File: config.mk
export PLATFORM = sky130hd
export DESIGN_NAME = serial_subtractor
export DESIGN_NICKNAME = d
export VERILOG_FILES = /design/src/rtl/serial_subtractor.sv
export SDC_FILE = /design/constraint.sdc
export NUM_CORES = 1
export LEC_CHECK = 0
export CAP_MARGIN = 40
export CORE_MARGIN = 4
export CORE_UTILIZATION = 52
export DETAILED_ROUTE_END_ITERATION = 8
export HOLD_SLACK_MARGIN = 0.12
export MAX_ROUTING_LAYER = met4
export PLACE_DENSITY = 0.88
export SYNTH_ARGS = -nofsm -noshare
export SYNTH_HDL_FRONTEND = slang
export SYNTH_SLANG_ARGS = --single-unit
File: constraint.sdc
create_clock -name clk -period 1.89 [get_ports clk]
set_input_delay 0.378 -clock clk [delete_from_list [all_inputs] [get_ports clk]]
set_output_delay 0.378 -clock clk [all_outputs]
set_load 0.01 [all_outputs]
File: src/rtl/serial_subtractor.sv
// Bit-serial subtractor: computes a - b one bit per clock, LSB first, using a
// single full-subtractor cell and a borrow flip-flop.
//
// Handshake: start is sampled on each rising edge while the block is idle
// (busy=0). The edge that accepts start also latches a and b. Exactly WIDTH
// edges later the result is loaded, and done pulses for one cycle. While
// busy=1, start is ignored. diff/bout/ovf hold their values between loads.
module serial_subtractor #(
    parameter int WIDTH = 8
) (
    input  logic             clk,
    input  logic             rst_n,
    input  logic             start,
    input  logic [WIDTH-1:0] a,
    input  logic [WIDTH-1:0] b,
    output logic             busy,
    output logic             done,
    output logic [WIDTH-1:0] diff,
    output logic             bout,
    output logic             ovf
);

    localparam int CW = (WIDTH > 1) ? $clog2(WIDTH) : 1;
    localparam logic [CW-1:0] LAST_BIT = CW'(WIDTH - 1);

    typedef enum logic [1:0] {
        IDLE = 2'd0,
        RUN  = 2'd1,
        DONE = 2'd2
    } state_t;

    state_t           state_q, state_d;
    logic [CW-1:0]    count_q, count_d;
    logic             br_q, br_d;
    logic [WIDTH-1:0] a_sh_q, a_sh_d;
    logic [WIDTH-1:0] b_sh_q, b_sh_d;
    logic [WIDTH-1:0] res_q, res_d;
    logic [WIDTH-1:0] diff_q, diff_d;
    logic             bout_q, bout_d;
    logic             ovf_q, ovf_d;

    // Full-subtractor cell operating on the current LSBs of the shift registers.
    logic ai, bi, d_bit, br_next;
    assign ai      = a_sh_q[0];
    assign bi      = b_sh_q[0];
    assign d_bit   = ai ^ bi ^ br_q;
    assign br_next = (~ai & bi) | (~(ai ^ bi) & br_q);

    // State and datapath registers; reset clears everything, aborting any operation.
    always_ff @(posedge clk or negedge rst_n) begin
        if (!rst_n) begin
            state_q <= IDLE;
            count_q <= '0;
            br_q    <= 1'b0;
            a_sh_q  <= '0;
            b_sh_q  <= '0;
            res_q   <= '0;
            diff_q  <= '0;
            bout_q  <= 1'b0;
            ovf_q   <= 1'b0;
        end else begin
            state_q <= state_d;
            count_q <= count_d;
            br_q    <= br_d;
            a_sh_q  <= a_sh_d;
            b_sh_q  <= b_sh_d;
            res_q   <= res_d;
            diff_q  <= diff_d;
            bout_q  <= bout_d;
            ovf_q   <= ovf_d;
        end
    end

    // Next-state and datapath logic: latch on accept, shift one bit per RUN cycle,
    // load the visible result on the cycle that consumes the MSB.
    always_comb begin
        state_d = state_q;
        count_d = count_q;
        br_d    = br_q;
        a_sh_d  = a_sh_q;
        b_sh_d  = b_sh_q;
        res_d   = res_q;
        diff_d  = diff_q;
        bout_d  = bout_q;
        ovf_d   = ovf_q;

        case (state_q)
            IDLE: begin
                if (start) begin
                    state_d = RUN;
                    a_sh_d  = a;
                    b_sh_d  = b;
                    br_d    = 1'b0;
                    count_d = '0;
                    res_d   = '0;
                end
            end
            RUN: begin
                // Result enters at the MSB so after WIDTH shifts bit 0 lands at position 0.
                a_sh_d  = a_sh_q >> 1;
                b_sh_d  = b_sh_q >> 1;
                br_d    = br_next;
                res_d   = {d_bit, res_q[WIDTH-1:1]};
                count_d = count_q + CW'(1);
                if (count_q == LAST_BIT) begin
                    state_d = DONE;
                    count_d = '0;
                    diff_d  = {d_bit, res_q[WIDTH-1:1]};
                    bout_d  = br_next;
                    // ai/bi are the latched operand MSBs at this point; d_bit is the result MSB.
                    ovf_d   = (ai != bi) && (d_bit != ai);
                end
            end
            DONE: begin
                state_d = IDLE;
            end
            default: begin
                state_d = IDLE;
            end
        endcase
    end

    assign busy = (state_q == RUN) || (state_q == DONE);
    assign done = (state_q == DONE);
    assign diff = diff_q;
    assign bout = bout_q;
    assign ovf  = ovf_q;

endmodule

==> run summary, run 1 <==
Setup violations, final: 0
Layout cells sized above 1: 0.173
Fmax achieved: 556 MHz
Max-cap viol count: 0
R2r setup slk: 0.12 ns
Clock slew at reported path FFs: 0.13 ns
GR Layer Usage met1: 0.244
Setup crit end kind: output pin
Synth Area per Inst: 11.2 um^2
Worst-skew pair later-pin latency: 0.36 ns
Hold path depth: 2
RSZ-0062 raised after global routing: no
DRC viols: 0
Clock Sinks: 39
Register area: 976 um^2
Critical Path Source Type: flip-flop
Met3 Use GR: 0.0509
Syn Inst Count: 167
Die ar.: 4620 um^2
Post-layout min period: 1.80 ns
Total congestion overflow: 0
Root Buffer: clkbuf_4
Critical path fanouts, max: 3
Initial antenna violation count: 0
Tightest Pin Transition: 0.475 ns
Period Utilization, post-route: 0.951
Critical Path Start: state_q[0]
CTS tree: built
Clk buf depth: 2
Most frequent cells after synthesis: 39 x dfrtp_1, 13 x nor2_1, 11 x nor3_1, 11 x o22ai_1, 10 x nand2_1
Worst r2r src: state_q[0]
Switching Power: 1300 uW
Final Hold Vio Count: 0
First-pass GRT wire length: 6640 um
Sequential Power Share: 0.390
Vias/cell: 5.77
GRT Total Usage: 0.201
GR met2 Demand/Resource: 0.314
Initial detailed-routing violation count: 80
IO Port Bufs: 30
Top cells by area, synth: dfrtp_1 52%, mux2_2 4.8%, ha_1 4.7%
Core area: 3420 um^2
Die Y: 68.0 um
Asr flop ratio synth: 1.00
Final worst slack: 0.0918 ns
Leak Pwr: 0.00101 uW
Final Instance Area: 2290 um^2
Setup Crit Path Kind: flip-flop to output pin
Std-Cell Rows: 21
Largest net degree at the start of global routing: 40
Detailed placement HPWL: 2650 um
PwrDens: 1480 nW/um^2
Int Pwr: 2090 uW
Worst Hold Class: flip-flop to flip-flop
WL/cell: 15.3 um
Sw frac: 0.384
Post-synth top area share: 0.522
Max Slew Vio Count: 0
Cell Area, Placed: 2190 um^2
Number of diodes: 0
Combinational share of power: 0.444
Crit path DAT: 1.42 ns
Die width: 68.0 um
Vias in the first global route: 1,488
Post-synth top flop: dfrtp_1
Area leader, netlist: dfrtp_1
Synth cell types: 32
WP data required: 1.51 ns
H-tree depth: 2
Synthesized area: 1870 um^2
Top-count cell post-synth: dfrtp_1
Worst Skew: 0.0168 ns
Setup WS pre-CTS: -0.0369 ns
Yosys reg bits: 39
Final #Nets: 228
Reg2reg path depth: 6
Routed via count: 1,431
R2R Path End: a_sh_q[5]
Post-Route WL: 3800 um
Area of the multi-input gates: 778 um^2
Power Total: 3390 uW
Sequential cell area fraction in the yosys report: 0.522
GR peak layer: met2
Fin Setup TNS: 0 ns
Yosys Warn Count: 0
Final ANT Viol Nets: 0
EDFF count, synth: 0
Status: complete, no violations
Max VDD drop: 0.000865 V
Gpl congestion: 0.839
Syn-to-layout area delta: 22.7%
Power share of the clock group: 0.166
TritonCTS Buffers: 5
Fillers: 266
I/O Pins: 31
Drt pass-1 iters: 4
Starting Density: 0.547
Syn Nets: 194
Normalized max-slew margin: 0.683
Critical Path Sink: busy
[worst max-delay path, stage by stage (launching register included)]
cell	delay, ns
dfrtp_1	0.40
inv_1	0.11
ha_2	0.27
dlygate4sd2_1	0.28
[layout by cell type, fill, tap and decap left out, drive strengths merged]
| cell | count |
|---|---|
| bufinv | 1 |
| inv | 8 |
| dfrtp | 39 |
| nand2b | 1 |
| o221a | 1 |
| mux2 | 9 |
| clkinv | 2 |
| a221oi | 4 |
| nor3 | 11 |
| clkbuf | 5 |
| and3b | 1 |
| a211oi | 8 |
| a22o | 9 |
| ha | 7 |
| o21ai | 6 |
| clkdlybuf4s50 | 27 |
| xnor2 | 1 |
| dlygate4sd2 | 2 |
| nand3 | 3 |
| a31oi | 1 |
| nand2 | 10 |
| buf | 10 |
| mux2i | 1 |
| nor2b | 3 |
| nand4 | 2 |
| dlygate4sd3 | 1 |
| a21oi | 1 |
| o22ai | 11 |
| nor2 | 14 |
| o31ai | 2 |
| fa | 1 |
[power by group through the flow]
stage | logic [uW] | registers [uW] | clock network, uW
5_1_grt | 1660 | 1360 | 618
6_report | 1500 | 1320 | 562
3_3_place_gp | 1390 | 1320 | 0
3_5_place_dp | 1480 | 1340 | 0
4_1_cts | 1500 | 1320 | 576
2_1_floorplan | 1130 | 1300 | 0
[through the flow]
| stage | hold WS (ns) | instances | utilization |
|---|---|---|---|
| after floorplan | 0.0824 | 167 | - |
| after global placement | 0.450 | 237 | 0.640 |
| after detailed placement | 0.456 | 237 | 0.640 |
| after CTS | 0.496 | 248 | 0.671 |
| after global routing | 0.522 | 248 | 0.671 |
| final | 0.488 | 248 | 0.671 |
[per-layer routing]
| layer | up-vias | wire [um] | part of all wire |
|---|---|---|---|
| li1 | 676 | - | - |
| met3 | 8 | 157 | 0.041 |
| met5 | - | 0 | 0 |
| met1 | 710 | 1630 | 0.43 |
| met4 | 0 | 78 | 0.021 |
| met2 | 37 | 1930 | 0.51 |
[cells by family (layout without fill, tap and decap cells)]
kind of cell / Yosys count / in the layout / share of synthesized area
compound gates: 43 / 43 / 0.181
xor+xnor: 1 / 1 / 0.00469
fa+ha+maj: 8 / 8 / 0.0576
buf+inv: 21 / 56 / 0.0629
flops: 39 / 39 / 0.522
mux: 10 / 10 / 0.0596
simple gates: 45 / 45 / 0.112
[what timing repair did]
action | CTS | global route
pin swaps | 0 | 0
endpoints found under the hold margin | 39 | 0
setup endpoints to repair | 3 | 8
setup buffers | 2 | 0
gates cloned | 0 | 0
hold buffers | 1 | 0
gates resized for setup | 2 | 1
[flip-flops by register name (all words and copies together), names as in the netlist]
register,flops
a_sh_q,8
b_sh_q,8
bout,1
br_q,1
count_q,3
diff,8
ovf,1
res_q,7
state_q,2
[final cells by class]
| type | count | share of cell area |
|---|---|---|
| Sequential cell | 39 | 0.426 |
| Multi-Input combinational cell | 107 | 0.339 |
| Timing Repair Buffer | 40 | 0.161 |
| Tap cell | 46 | 0.0251 |
| Clock inverter | 3 | 0.0191 |
| Clock buffer | 5 | 0.0164 |
| Inverter | 8 | 0.0131 |
[worst min path at each step]
stage	start	to	slack, ns
floorplan	rst_n	a_sh_q[0]	0.08
global placement	rst_n	diff[0]	0.45
detailed placement	rst_n	diff[1]	0.46
CTS	ovf	ovf	0.50
global route	ovf	ovf	0.52
finish	ovf	ovf	0.49
Note: power is estimated with default switching activity, not from simulation.
==> run 2, diff against run 1 <==
--- a/config.mk
+++ b/config.mk
@@ -6,6 +6,7 @@
 export NUM_CORES = 1
 export LEC_CHECK = 0
 export CAP_MARGIN = 40
+export CORE_ASPECT_RATIO = 0.9
 export CORE_MARGIN = 4
 export CORE_UTILIZATION = 52
 export DETAILED_ROUTE_END_ITERATION = 8
==> run 2 against run 1 <==
  * Fmax grew 4.1%
  * Non-clock buffer count is 1 higher
  * Clock-buffer cell count did not move
  * Clock skew shrank 0.011 ns
  * Global-route usage up 0.67 points
  * Critical path depth up 3
  * Worst setup slack better by 0.071 ns
  * Core utilization is 1.5 points higher
  * Design area is 2.7% higher
  * Largest cell class unchanged
  * Largest power group unchanged
  * Highest routed layer unchanged
==> run summary, run 2 (synthesis results as in run 1) <==
Status: complete, no violations
DRC viols: 0
Period Utilization, post-route: 0.914
Normalized max-slew margin: 0.662
Routed via count: 1,476
Critical Path Source Type: flip-flop
CTS tree: built
Non-filler cells, final: 247
Vias/cell: 5.98
Vias in the first global route: 1,478
Commonest non-fill, non-tap cell in the layout: dfrtp_1
Worst r2r src: state_q[1]
Root Buffer: clkbuf_8
Tightest Pin Transition: 0.506 ns
Std-Cell Rows: 20
Crit path DAT: 1.92 ns
Final ANT Viol Nets: 0
Syn-to-layout area delta: 26.0%
Post-Route WL: 4300 um
Levels on crit path: 6
CTS hold repair buffers: 0
Starting Density: 0.545
Leak Pwr: 0.00104 uW
Worst path cell trace: inv_1, ha_1, nor2b_2, buf_4, nor3_1, a211oi_1
WP buf/inv: 2
Clk buf depth: 2
Worst-skew pair later-pin latency: 0.30 ns
Final Hold Vio Count: 0
Die Y: 64.9 um
Max-cap viol count: 0
Core area: 3430 um^2
H-tree depth: 2
Setup WS pre-CTS: -0.0465 ns
Fmax achieved: 579 MHz
Setup violations, final: 0
Clock slew at reported path FFs: 0.08 ns
Fillers: 238
Reg2reg path depth: 6
Crit-path leading delay family: flip-flops
Drt pass-1 iters: 4
Max VDD drop: 0.000902 V
Placed Cells: 238
GRT Total Usage: 0.208
Initial antenna violation count: 0
Worst Hold Class: input port to async pin
Post-layout min period: 1.73 ns
Number of diodes: 0
Register area: 976 um^2
First-pass GRT wire length: 7190 um
Clock Sinks: 39
PwrDens: 1590 nW/um^2
Layout cells sized above 1: 0.182
Detailed placement HPWL: 2850 um
Die ar.: 4620 um^2
WL/cell: 17.4 um
Initial detailed-routing violation count: 149
Setup crit end kind: flip-flop
Most frequent cells in the layout: 39 x dfrtp_1, 27 x clkdlybuf4s50_1, 13 x nor2_1
Final worst slack: 0.163 ns
Area of the multi-input gates: 778 um^2
Largest net degree at the start of global routing: 40
RSZ-0062 raised after global routing: no
Setup Crit Path Kind: flip-flop to flip-flop
IO Port Bufs: 30
Worst Skew: 0.00597 ns
R2r setup slk: 0.16 ns
CP max stage cell: dfrtp_1
I/O Pins: 31
Max Slew Vio Count: 0
Final #Nets: 229
TritonCTS Buffers: 5
Critical Path Max Stage Delay: 0.40 ns
Gpl congestion: 0.838
Total congestion overflow: 0
WHS: 0.120 ns
Die width: 71.2 um
Critical path fanouts, max: 15
Critical Path Start: state_q[1]
R2R Path End: b_sh_q[1]
Critical Path Sink: b_sh_q[1]
WP data required: 2.08 ns
[run 2: changes by cell type in the layout (fill, tap and decap cells not counted), sizes merged]
cell	change
buf	+2
bufinv	+1
clkinv	-2
clkinvlp	+1
dlygate4sd2	-1
dlygate4sd3	-1
dlymetal6s2s	+1
[run 2: area by class of cell]
| type | instances | area share |
|---|---|---|
| clock inverters | 3 | 0.0287 |
| inverters | 8 | 0.0128 |
| multi-input cells | 107 | 0.330 |
| well taps | 44 | 0.0234 |
| flip-flops and latches | 39 | 0.414 |
| repair buffers | 41 | 0.161 |
| clock buffers | 5 | 0.0292 |
[run 2: worst register-to-register path, delay by kind of cell (launching register included)]
kind                       cells  cell delay [ns]
AOI/OAI and AO/OA              1             0.22
adders and majority gates      1             0.28
buffers and inverters          2             0.36
DFF                            1             0.40
and+or+nand+nor                2             0.35
[run 2: worst min path at each step]
stage                 end  slack (ns)
6_report          diff[1]        0.12
5_1_grt              bout        0.16
2_1_floorplan   a_sh_q[0]        0.08
3_3_place_gp   state_q[1]        0.45
4_1_cts        count_q[0]        0.13
3_5_place_dp      diff[0]        0.45
[run 2: metal layers]
metal	vias to the layer above	track usage	routed length [um]
met5	-	-	0
met4	0	0.0892	68
met3	10	0.0589	247
met2	66	0.323	2190
met1	727	0.255	1790
li1	673	-	-
[run 2: repair_timing]
action	in CTS	in global routing
endpoints found under the setup margin	2	6
resized for setup	1	2
endpoints found under the hold margin	0	0
buffers inserted	1	0
[run 2: report_power, final]
part	leakage, uW	total, uW	switching [uW]	internal (uW)
Combinational	0.000509	1590	863	724
Sequential	0.000471	1330	209	1120
Clock	0.0000644	842	315	527
[run 2: per-stage QoR]
stage	TNS (ns)	instance area (um^2)	power, uW	util
finish	0	2350	3760	0.687
global route	0	2350	3990	0.687
CTS	0	2350	3740	0.685
detailed placement	-0.111	2210	2880	0.644
global placement	0	2210	2760	0.644
floorplan	0	1870	2430	-
